`config.mk`:
```
export PLATFORM = sky130hd
export DESIGN_NAME = sv_bus_mux_demux_arb_flat
export DESIGN_NICKNAME = d
export VERILOG_FILES = /design/src/rtl/sv_bus_mux_demux_arb_if.sv /design/src/rtl/sv_bus_mux_demux_arb.sv /design/src/flat_wrapper.sv
export SDC_FILE = /design/constraint.sdc
export NUM_CORES = 1
export LEC_CHECK = 0
export ABC_AREA = 1
export ABC_CLOCK_PERIOD_IN_PS = 4270
export BUFFER_PORTS_ARGS = -buffer_cell sky130_fd_sc_hd__buf_4
export CORE_AREA = 2 2 128 130
export DETAILED_ROUTE_END_ITERATION = 8
export DIE_AREA = 0 0 130 132
export SETUP_SLACK_MARGIN = 0.02
export SLEW_MARGIN = 20
export SYNTH_ARGS = -nofsm -noshare
export SYNTH_HDL_FRONTEND = slang
export SYNTH_SLANG_ARGS = --single-unit
```
`constraint.sdc`:
```
create_clock -name clk -period 4.27 [get_ports clk]
set_input_delay 0 -clock clk [delete_from_list [all_inputs] [get_ports clk]]
set_output_delay 0 -clock clk [all_outputs]
set_load 0.01 [all_outputs]
```
`src/rtl/sv_bus_mux_demux_arb_if.sv`:
```
// Shared request/bus bundle between N bus masters, the round-robin arbiter and
// the downstream bus-to-stream mux.
//   req_vld/req_adr/req_dat : per-master request, master i in slice i
//   req_rdy                 : per-master ready, at most one bit set
//   bus_vld/bus_adr/bus_dat : shared bus towards the mux
//   bus_rdy                 : shared bus ready from the mux
// Modport slave is the arbiter's view; modport master is the requester/mux side.
interface sv_bus_mux_demux_arb_if #(
    parameter int unsigned N  = 4,
    parameter int unsigned AW = 32,
    parameter int unsigned DW = 32
);
    logic [N-1:0]    req_vld;
    logic [N*AW-1:0] req_adr;
    logic [N*DW-1:0] req_dat;
    logic [N-1:0]    req_rdy;
    logic            bus_vld;
    logic [AW-1:0]   bus_adr;
    logic [DW-1:0]   bus_dat;
    logic            bus_rdy;

    modport slave (
        input  req_vld, req_adr, req_dat, bus_rdy,
        output req_rdy, bus_vld, bus_adr, bus_dat
    );

    modport master (
        output req_vld, req_adr, req_dat, bus_rdy,
        input  req_rdy, bus_vld, bus_adr, bus_dat
    );
endinterface

```
`src/rtl/sv_bus_mux_demux_arb.sv`:
```
// Round-robin arbiter sharing one bus port between N masters. A grant is held
// for up to BURST transfers, then released for at least one IDLE cycle.
//   clk     : system clock
//   rst     : asynchronous active-low reset
//   bus     : request/bus bundle (slave modport)
//   gnt_idx : current/last granted master, qualify with busy
//   busy    : high while a grant is held
module sv_bus_mux_demux_arb #(
    parameter int unsigned N     = 4,
    parameter int unsigned AW    = 32,
    parameter int unsigned DW    = 32,
    parameter int unsigned BURST = 4
) (
    input  logic                  clk,
    input  logic                  rst,
    sv_bus_mux_demux_arb_if.slave bus,
    output logic [$clog2(N)-1:0]  gnt_idx,
    output logic                  busy
);
    localparam int unsigned IW = $clog2(N);
    localparam int unsigned BW = (BURST > 1) ? $clog2(BURST) : 1;
    localparam logic [IW-1:0] LAST_RST = IW'(N - 1);
    localparam logic [BW-1:0] BEAT_MAX = BW'(BURST - 1);

    typedef enum logic {
        IDLE = 1'b0,
        BUSY = 1'b1
    } state_t;

    state_t        state_q, state_d;
    logic [IW-1:0] gnt_q, gnt_d;
    logic [IW-1:0] last_q, last_d;
    logic [BW-1:0] beat_q, beat_d;

    logic          pick_vld;
    logic [IW-1:0] pick_idx;
    int unsigned   scan;
    logic          sel_vld;
    logic [AW-1:0] sel_adr;
    logic [DW-1:0] sel_dat;

    // Round-robin pick: first requester after last_q, wrapping mod N
    always_comb begin
        pick_vld = 1'b0;
        pick_idx = '0;
        scan     = 0;
        for (int unsigned k = 1; k <= N; k++) begin
            scan = (32'(last_q) + k) % N;
            if (!pick_vld && bus.req_vld[IW'(scan)]) begin
                pick_vld = 1'b1;
                pick_idx = IW'(scan);
            end
        end
    end

    // Select the granted master's request
    always_comb begin
        sel_vld = 1'b0;
        sel_adr = '0;
        sel_dat = '0;
        for (int unsigned i = 0; i < N; i++) begin
            if (gnt_q == IW'(i)) begin
                sel_vld = bus.req_vld[i];
                sel_adr = bus.req_adr[i*AW +: AW];
                sel_dat = bus.req_dat[i*DW +: DW];
            end
        end
    end

    // State register
    always_ff @(posedge clk or negedge rst) begin
        if (!rst) begin
            state_q <= IDLE;
            gnt_q   <= '0;
            last_q  <= LAST_RST;
            beat_q  <= '0;
        end else begin
            state_q <= state_d;
            gnt_q   <= gnt_d;
            last_q  <= last_d;
            beat_q  <= beat_d;
        end
    end

    // Next state and bus routing; bus_rdy only feeds req_rdy, never bus_vld
    always_comb begin
        state_d     = state_q;
        gnt_d       = gnt_q;
        last_d      = last_q;
        beat_d      = beat_q;
        bus.bus_vld = 1'b0;
        bus.bus_adr = '0;
        bus.bus_dat = '0;
        bus.req_rdy = '0;

        unique case (state_q)
            IDLE: begin
                if (pick_vld) begin
                    state_d = BUSY;
                    gnt_d   = pick_idx;
                    last_d  = pick_idx;
                    beat_d  = '0;
                end
            end
            BUSY: begin
                bus.bus_vld        = sel_vld;
                bus.bus_adr        = sel_adr;
                bus.bus_dat        = sel_dat;
                bus.req_rdy[gnt_q] = bus.bus_rdy;
                if (!sel_vld) begin
                    state_d = IDLE;
                    beat_d  = '0;
                end else if (bus.bus_rdy) begin
                    if (beat_q == BEAT_MAX) begin
                        state_d = IDLE;
                        beat_d  = '0;
                    end else begin
                        beat_d = beat_q + BW'(1);
                    end
                end
            end
            default: state_d = IDLE;
        endcase
    end

    assign gnt_idx = gnt_q;
    assign busy    = (state_q == BUSY);
endmodule

```
`src/flat_wrapper.sv`:
```
// flat-port wrapper written by rule: the top's interface ports become plain ports
module sv_bus_mux_demux_arb_flat 
#(
    parameter int unsigned N     = 4,
    parameter int unsigned AW    = 32,
    parameter int unsigned DW    = 32,
    parameter int unsigned BURST = 4
)
  (clk, rst, gnt_idx, busy, bus_req_vld, bus_req_adr, bus_req_dat, bus_bus_rdy, bus_req_rdy, bus_bus_vld, bus_bus_adr, bus_bus_dat);
  sv_bus_mux_demux_arb_if #(.N(N), .AW(AW), .DW(DW)) bus_i ();
  input  logic clk;
  input  logic rst;
  output logic [$clog2(N)-1:0] gnt_idx;
  output logic busy;
  input wire logic [$bits(bus_i.req_vld)-1:0] bus_req_vld;
  input wire logic [$bits(bus_i.req_adr)-1:0] bus_req_adr;
  input wire logic [$bits(bus_i.req_dat)-1:0] bus_req_dat;
  input wire logic [$bits(bus_i.bus_rdy)-1:0] bus_bus_rdy;
  output wire logic [$bits(bus_i.req_rdy)-1:0] bus_req_rdy;
  output wire logic [$bits(bus_i.bus_vld)-1:0] bus_bus_vld;
  output wire logic [$bits(bus_i.bus_adr)-1:0] bus_bus_adr;
  output wire logic [$bits(bus_i.bus_dat)-1:0] bus_bus_dat;
  assign bus_i.req_vld = bus_req_vld;
  assign bus_i.req_adr = bus_req_adr;
  assign bus_i.req_dat = bus_req_dat;
  assign bus_i.bus_rdy = bus_bus_rdy;
  assign bus_req_rdy = bus_i.req_rdy;
  assign bus_bus_vld = bus_i.bus_vld;
  assign bus_bus_adr = bus_i.bus_adr;
  assign bus_bus_dat = bus_i.bus_dat;
  sv_bus_mux_demux_arb #(.N(N), .AW(AW), .DW(DW), .BURST(BURST)) u_core (.clk(clk), .rst(rst), .bus(bus_i), .gnt_idx(gnt_idx), .busy(busy));
endmodule
```
Yosys cells after proc, flatten, opt, wreduce, memory -nomap -nowiden
Index checks and enable logic that the tools add are counted.
- bitwise logic cells: 2
- $lt $le $gt $ge: 6
- eq/ne operators: 6
- add/subtract/negate cells: 5
- reduce and logical (&&, ||, !) cells: 10
- multiplexer cells: 44
- operators by type and width (cell ; number):
    $mux W32 ; 10
    $mux W1 ; 18
    $mux W2 ; 8
    $lt A2 B3 Y1 const B ; 5
    $bmux W1 S2 ; 4
    $add A2 B1 Y2 const B ; 3
    $eq A2 B2 Y1 const B ; 3
    $add A2 B2 Y2 const B ; 2
    $and A4 B4 Y4 ; 1
    $logic_and A1 B1 Y1 ; 4
    $mux W4 ; 1
    $pmux W2 S2 ; 1
    $reduce_and A2 Y1 ; 2
    $logic_not A1 Y1 ; 3
    $ne A3 B3 Y1 const B ; 1
    $demux W1 S2 ; 1
    $eq A2 B1 Y1 const B ; 1
    $ge A2 B1 Y1 const B ; 1
    $logic_not A2 Y1 ; 1
    $ne A2 B1 Y1 const B ; 1
    $pmux W1 S2 ; 1
    $not A1 Y1 ; 1
- word-level logic and storage cells: 77
- bits in registers: 7
- input bits: 263
- output and inout port bits: 72

Logic depth before layout (Yosys ltp)
- word-level depth: 15
- depth in mapped cells: 12
- gate-level depth less buffers: 11

Worst setup path before layout
No wires, ideal clock.
- kind: flip-flop to flip-flop
- start: register u_core.last_q[0]
- end: register u_core.gnt_q[1] (netlist: u_core.gnt_idx[1])
- required time: 4152 ps
- stages on the path, launching flop included: 13
- buffers on the path: 1
- slack: 2803 ps
- library setup time: 118 ps
- arrival: 1349 ps
- period minus slack after synthesis: 1467 ps
- path through: dfstp_2 buf_6 inv_4 nand2_1 nand2_1 nand2_2 nand2_2 nor2_4 nand3_2 nand2_4 inv_2 nand2_1 nand2_1
- longest elaborated chain between the ends: 14
- elaborated cells on any way between the ends: 27
- those cells by class: add/sub: 4; mux: 16; reduce/logical: 7
- ends and longest elaborated chain (item ; line ; text):
    start, declared ; sv_bus_mux_demux_arb.sv:32 ; logic [IW-1:0] last_q, last_d;
    start signal, assigned ; sv_bus_mux_demux_arb.sv:80 ; last_q <= last_d;
    $add A2 B1 Y2 ; sv_bus_mux_demux_arb.sv:48 ; scan = (32'(last_q) + k) % N;
    $bmux W1 S2 ; sv_bus_mux_demux_arb.sv:49 ; if (!pick_vld && bus.req_vld[IW'(scan)]) begin
    $mux W1 (not written as such) ; sv_bus_mux_demux_arb.sv:49 ;
    $mux W1 ; sv_bus_mux_demux_arb.sv:49 ;
    $logic_not A1 Y1 ; sv_bus_mux_demux_arb.sv:49 ;
    $logic_and A1 B1 Y1 ; sv_bus_mux_demux_arb.sv:49 ;
    $mux W1 ; sv_bus_mux_demux_arb.sv:49 ;
    $logic_not A1 Y1 ; sv_bus_mux_demux_arb.sv:49 ;
    $logic_and A1 B1 Y1 ; sv_bus_mux_demux_arb.sv:49 ;
    $mux W1 ; sv_bus_mux_demux_arb.sv:49 ;
    $logic_not A1 Y1 ; sv_bus_mux_demux_arb.sv:49 ;
    $logic_and A1 B1 Y1 ; sv_bus_mux_demux_arb.sv:49 ;
    $mux W1 ; sv_bus_mux_demux_arb.sv:49 ;
    $reduce_and A2 Y1 (no line) ; - ;
    end signal, assigned ; sv_bus_mux_demux_arb.sv:79 ; gnt_q <= gnt_d;
    end, declared ; sv_bus_mux_demux_arb.sv:31 ; logic [IW-1:0] gnt_q, gnt_d;
Several ways; a longest one is shown, not always the timed one. The select of a mux whose other input is x is not followed.
A chain may end at the register's enable or synchronous reset.

Worst setup path after layout
- start: register u_core.gnt_q[1] (netlist: u_core.gnt_idx[1])
- end: output port bus_bus_dat[23]
- longest elaborated chain between the ends: 6
- elaborated cells on any way between the ends: 9
- those cells by class: eq/ne: 3; mux: 5; reduce/logical: 1
- ends and longest elaborated chain (item ; line ; text):
    $logic_not A2 Y1 ; sv_bus_mux_demux_arb.sv:62 ; if (gnt_q == IW'(i)) begin
    $mux W32 (3 in series) ; sv_bus_mux_demux_arb.sv:62 ;
    $mux W32 * ; sv_bus_mux_demux_arb.sv:62 ;
    $mux W32 * ; sv_bus_mux_demux_arb.sv:96 ; unique case (state_q)
    end, declared ; flat_wrapper.sv:22 ; output wire logic [$bits(bus_i.bus_dat)-1:0] bus_bus_dat;
Mark *: on every way between the ends. The rest lies on a longest branch, timed or not.

==> reports/qor.yml <==
status:
  status: "finished, final reports clean"
cells_and_area:
  final_cell_mix: "buf_4 (339), nand2_1 (144), nor2_1 (66)"
  drive_gt1_share_pct: 48.7
  num_antenna_cells: 0
  nets: 1072
  area.growth.synth_to_final_pct: 93.3
  num-fill-cells: 1729
  final_common_cell: "buf_4"
place:
  hpwl_um: 11600
  port_buffers: 334
  gp_congestion: 0.855
synth:
  synth_top_family_by_area: "simple AND/OR/NAND/NOR gates"
  synth_compound_area_share_pct: 37.2
  synth_mux_area_share_pct: 0
  synth-edff-count: 0
  synth-main-ff-cell: "dfrtp_1"
  synth_nets: 769
  syn_area_per_cell_um2: 5.60
  synth-xor-area-share_pct: 0
  synth_cell_type_count: 28
  yosysSeqAreaShare_pct: 6.28
  synth_adder_area_share_pct: 0.442
  syn-instance-count: 505
  synth_area_um2: 2830
  yosys.area_share.simple_pct: 39.6
  yosys_warnings: 0
  synthArstFlopShare_pct: 100
  synth_seq_cells: 7
worst_setup_path:
  end_kind: "output port"
  cpMostUsedCell: "buf_4"
  cp_slowest_cell: "inv_2"
  crit_type: "reg -> out"
  cp.required_ns: 4.27
  crit_chain: "buf_4 -> nand2_2 -> inv_2 -> nand2_1 -> a21oi_1 -> buf_4"
  slowest_delay_ns: 0.72
  worst-path-max-fanout: 58
  cp.arrival_ns: 2.72
  worst_setup_path_start_kind: "flop"
power_and_ir_drop:
  vdd.ir_drop.worst_mv: 0.268
  p_per_area_nw_per_um2: 613
  power_leakage_nw: 2.90
  p_total_mw: 3.35
route:
  postRouteAntennaNets: 0
  wl_met3_um: 1050
  via_count: 4545
  wl_met1_um: 5910
  detail_route.iter0.violations: 189
  drc: 0
  viasPerCell: 4.44
  wl_met2_um: 7580
  top_layer: "met4"
  wl_um: 14700
  wl_per_cell_um: 14.4
  drt_first_pass_iters: 5
cts:
  clkLatencyLatePin_ns: 0.23
  clk_pin_slew_ns: 0.04
  cts-root-buf: "clkbuf_16"
  ctsLongestPathBuffers: 2
  cts_sinks: 7
  cts_tree: "done"
  cts_buffers: 3
  htree_levels: 1
  post_cts_resized: 0
floorplanning:
  ios: 335
  start_util_pct: 18.0
  core_um2: 15700
  rows: 46
  die_area_um2: 17200
  die_width_um: 130
  dieHeight_um: 132
sta:
  setup_violations: 0
  skew_ns: 0.00163
  slew_headroom_pct: 33.6
  hold_viol_final: 0
  fin_crit_ns: 2.72
  finalSetupTns_ns: 0
  max_freq_mhz: 368
  worst_pin_slew_ns: 0.995
  final_max_slew_viol_count: 0
  timing.final.crit_share_pct: 63.6
  rsz0062_at_grt: "no"
hold_path:
  hp-class: "in -> reg"
grt:
  grt_pass1_wl_um: 22100
  grt_pass1_vias: 4400
  grt_util_all_layers_pct: 15.7
  grt-ovfl-total: 0
  antenna_found_initial: 0
  grt_max_degree: 59
job:
  maxCapViolations: 0
## cells by family (layout without fill, tap and decap cells)
family | Yosys count | count (layout)
adder cells (fa/ha/maj) | 1 | 1
AND/OR/NAND/NOR | 268 | 268
flip-flops | 7 | 7
AO/OA/AOI/OAI | 134 | 134
buffers and inverters | 95 | 397
## synthesized netlist by cell type (all sizes together), types with 3 or more instances
cell / n / area [um2]
a21oi: 29 / 145
buf: 31 / 221
clkbuf: 11 / 41.3
dfrtp: 5 / 125
inv: 53 / 204
nand2: 150 / 583
nand3: 44 / 225
nand4: 3 / 18.8
nor2: 70 / 288
o211ai: 33 / 248
o21ai: 38 / 190
o221ai: 29 / 435
## registers in the layout, summed over array words and instances (netlist names)
signal,flops
u_core.beat_q,2
u_core.gnt_idx,2
u_core.last_q,2
u_core.busy,1
## metal layers
layer | vias to the layer above | GRT usage [%]
li1 | 2309 | -
met1 | 2012 | 18.8
met2 | 207 | 29.5
met3 | 17 | 2.27
met4 | 0 | 2.57
met5 | - | 0
## worst paths after layout
path / end / cells after the start / startpoint / slack (ns)
hold / removal: u_core.busy / 4 / bus_bus_rdy / 0.04
min in group asynchronous: u_core.gnt_idx[1] / 2 / rst / 0.12
hold reg to reg: u_core.beat_q[1] / 2 / u_core.beat_q[1] / 0.51
setup / recovery: bus_bus_dat[23] / 6 / u_core.gnt_idx[1] / 1.55
max in group asynchronous: u_core.last_q[0] / 2 / rst / 3.95
setup reg to reg: u_core.beat_q[1] / 8 / u_core.gnt_idx[0] / 1.77
## report_power, final
group / total, mW / internal, mW / switching (mW) / leakage, nW
logic: 3.00 / 1.30 / 1.70 / 2.77
clock network: 0.160 / 0.124 / 0.0354 / 0.0382
registers: 0.188 / 0.105 / 0.0830 / 0.0845
## stage by stage
stage,hold slack [ns],area [um2],instances,util (%),worst slack [ns]
floorplan,-0.296,2830,505,-,2.80
global placement,-0.179,5380,1018,34.3,1.74
detailed placement,-0.180,5380,1018,34.3,1.69
CTS,0.0390,5470,1023,34.8,1.50
global route,0.0724,5470,1023,34.8,1.30
finish,0.0382,5470,1023,34.8,1.55
## area by class of cell
| type | instances | area [um2] | share of cell area [%] |
|---|---|---|---|
| sequential | 7 | 178 | 3.25 |
| clock buffer | 4 | 78.8 | 1.44 |
| multi-input combinational | 403 | 2190 | 39.9 |
| tap | 216 | 270 | 4.94 |
| inverter | 53 | 204 | 3.73 |
| timing repair buffer | 340 | 2550 | 46.7 |
## critical path: cells and delay by family, from the launching register on
family                 cells  cell delay, ns
AND/OR/NAND/NOR            2            0.20
AO/OA/AOI/OAI              1            0.26
flip-flops                 1            0.68
buffers and inverters      3            1.29
## timing repair
item / CTS / global route
hold buffers: 1 / 0
buffers inserted: 0 / 0
setup endpoints to repair: 0 / 0
endpoints found under the hold margin: 7 / 0
No activity file was read; power rests on OpenSTA's default activity.
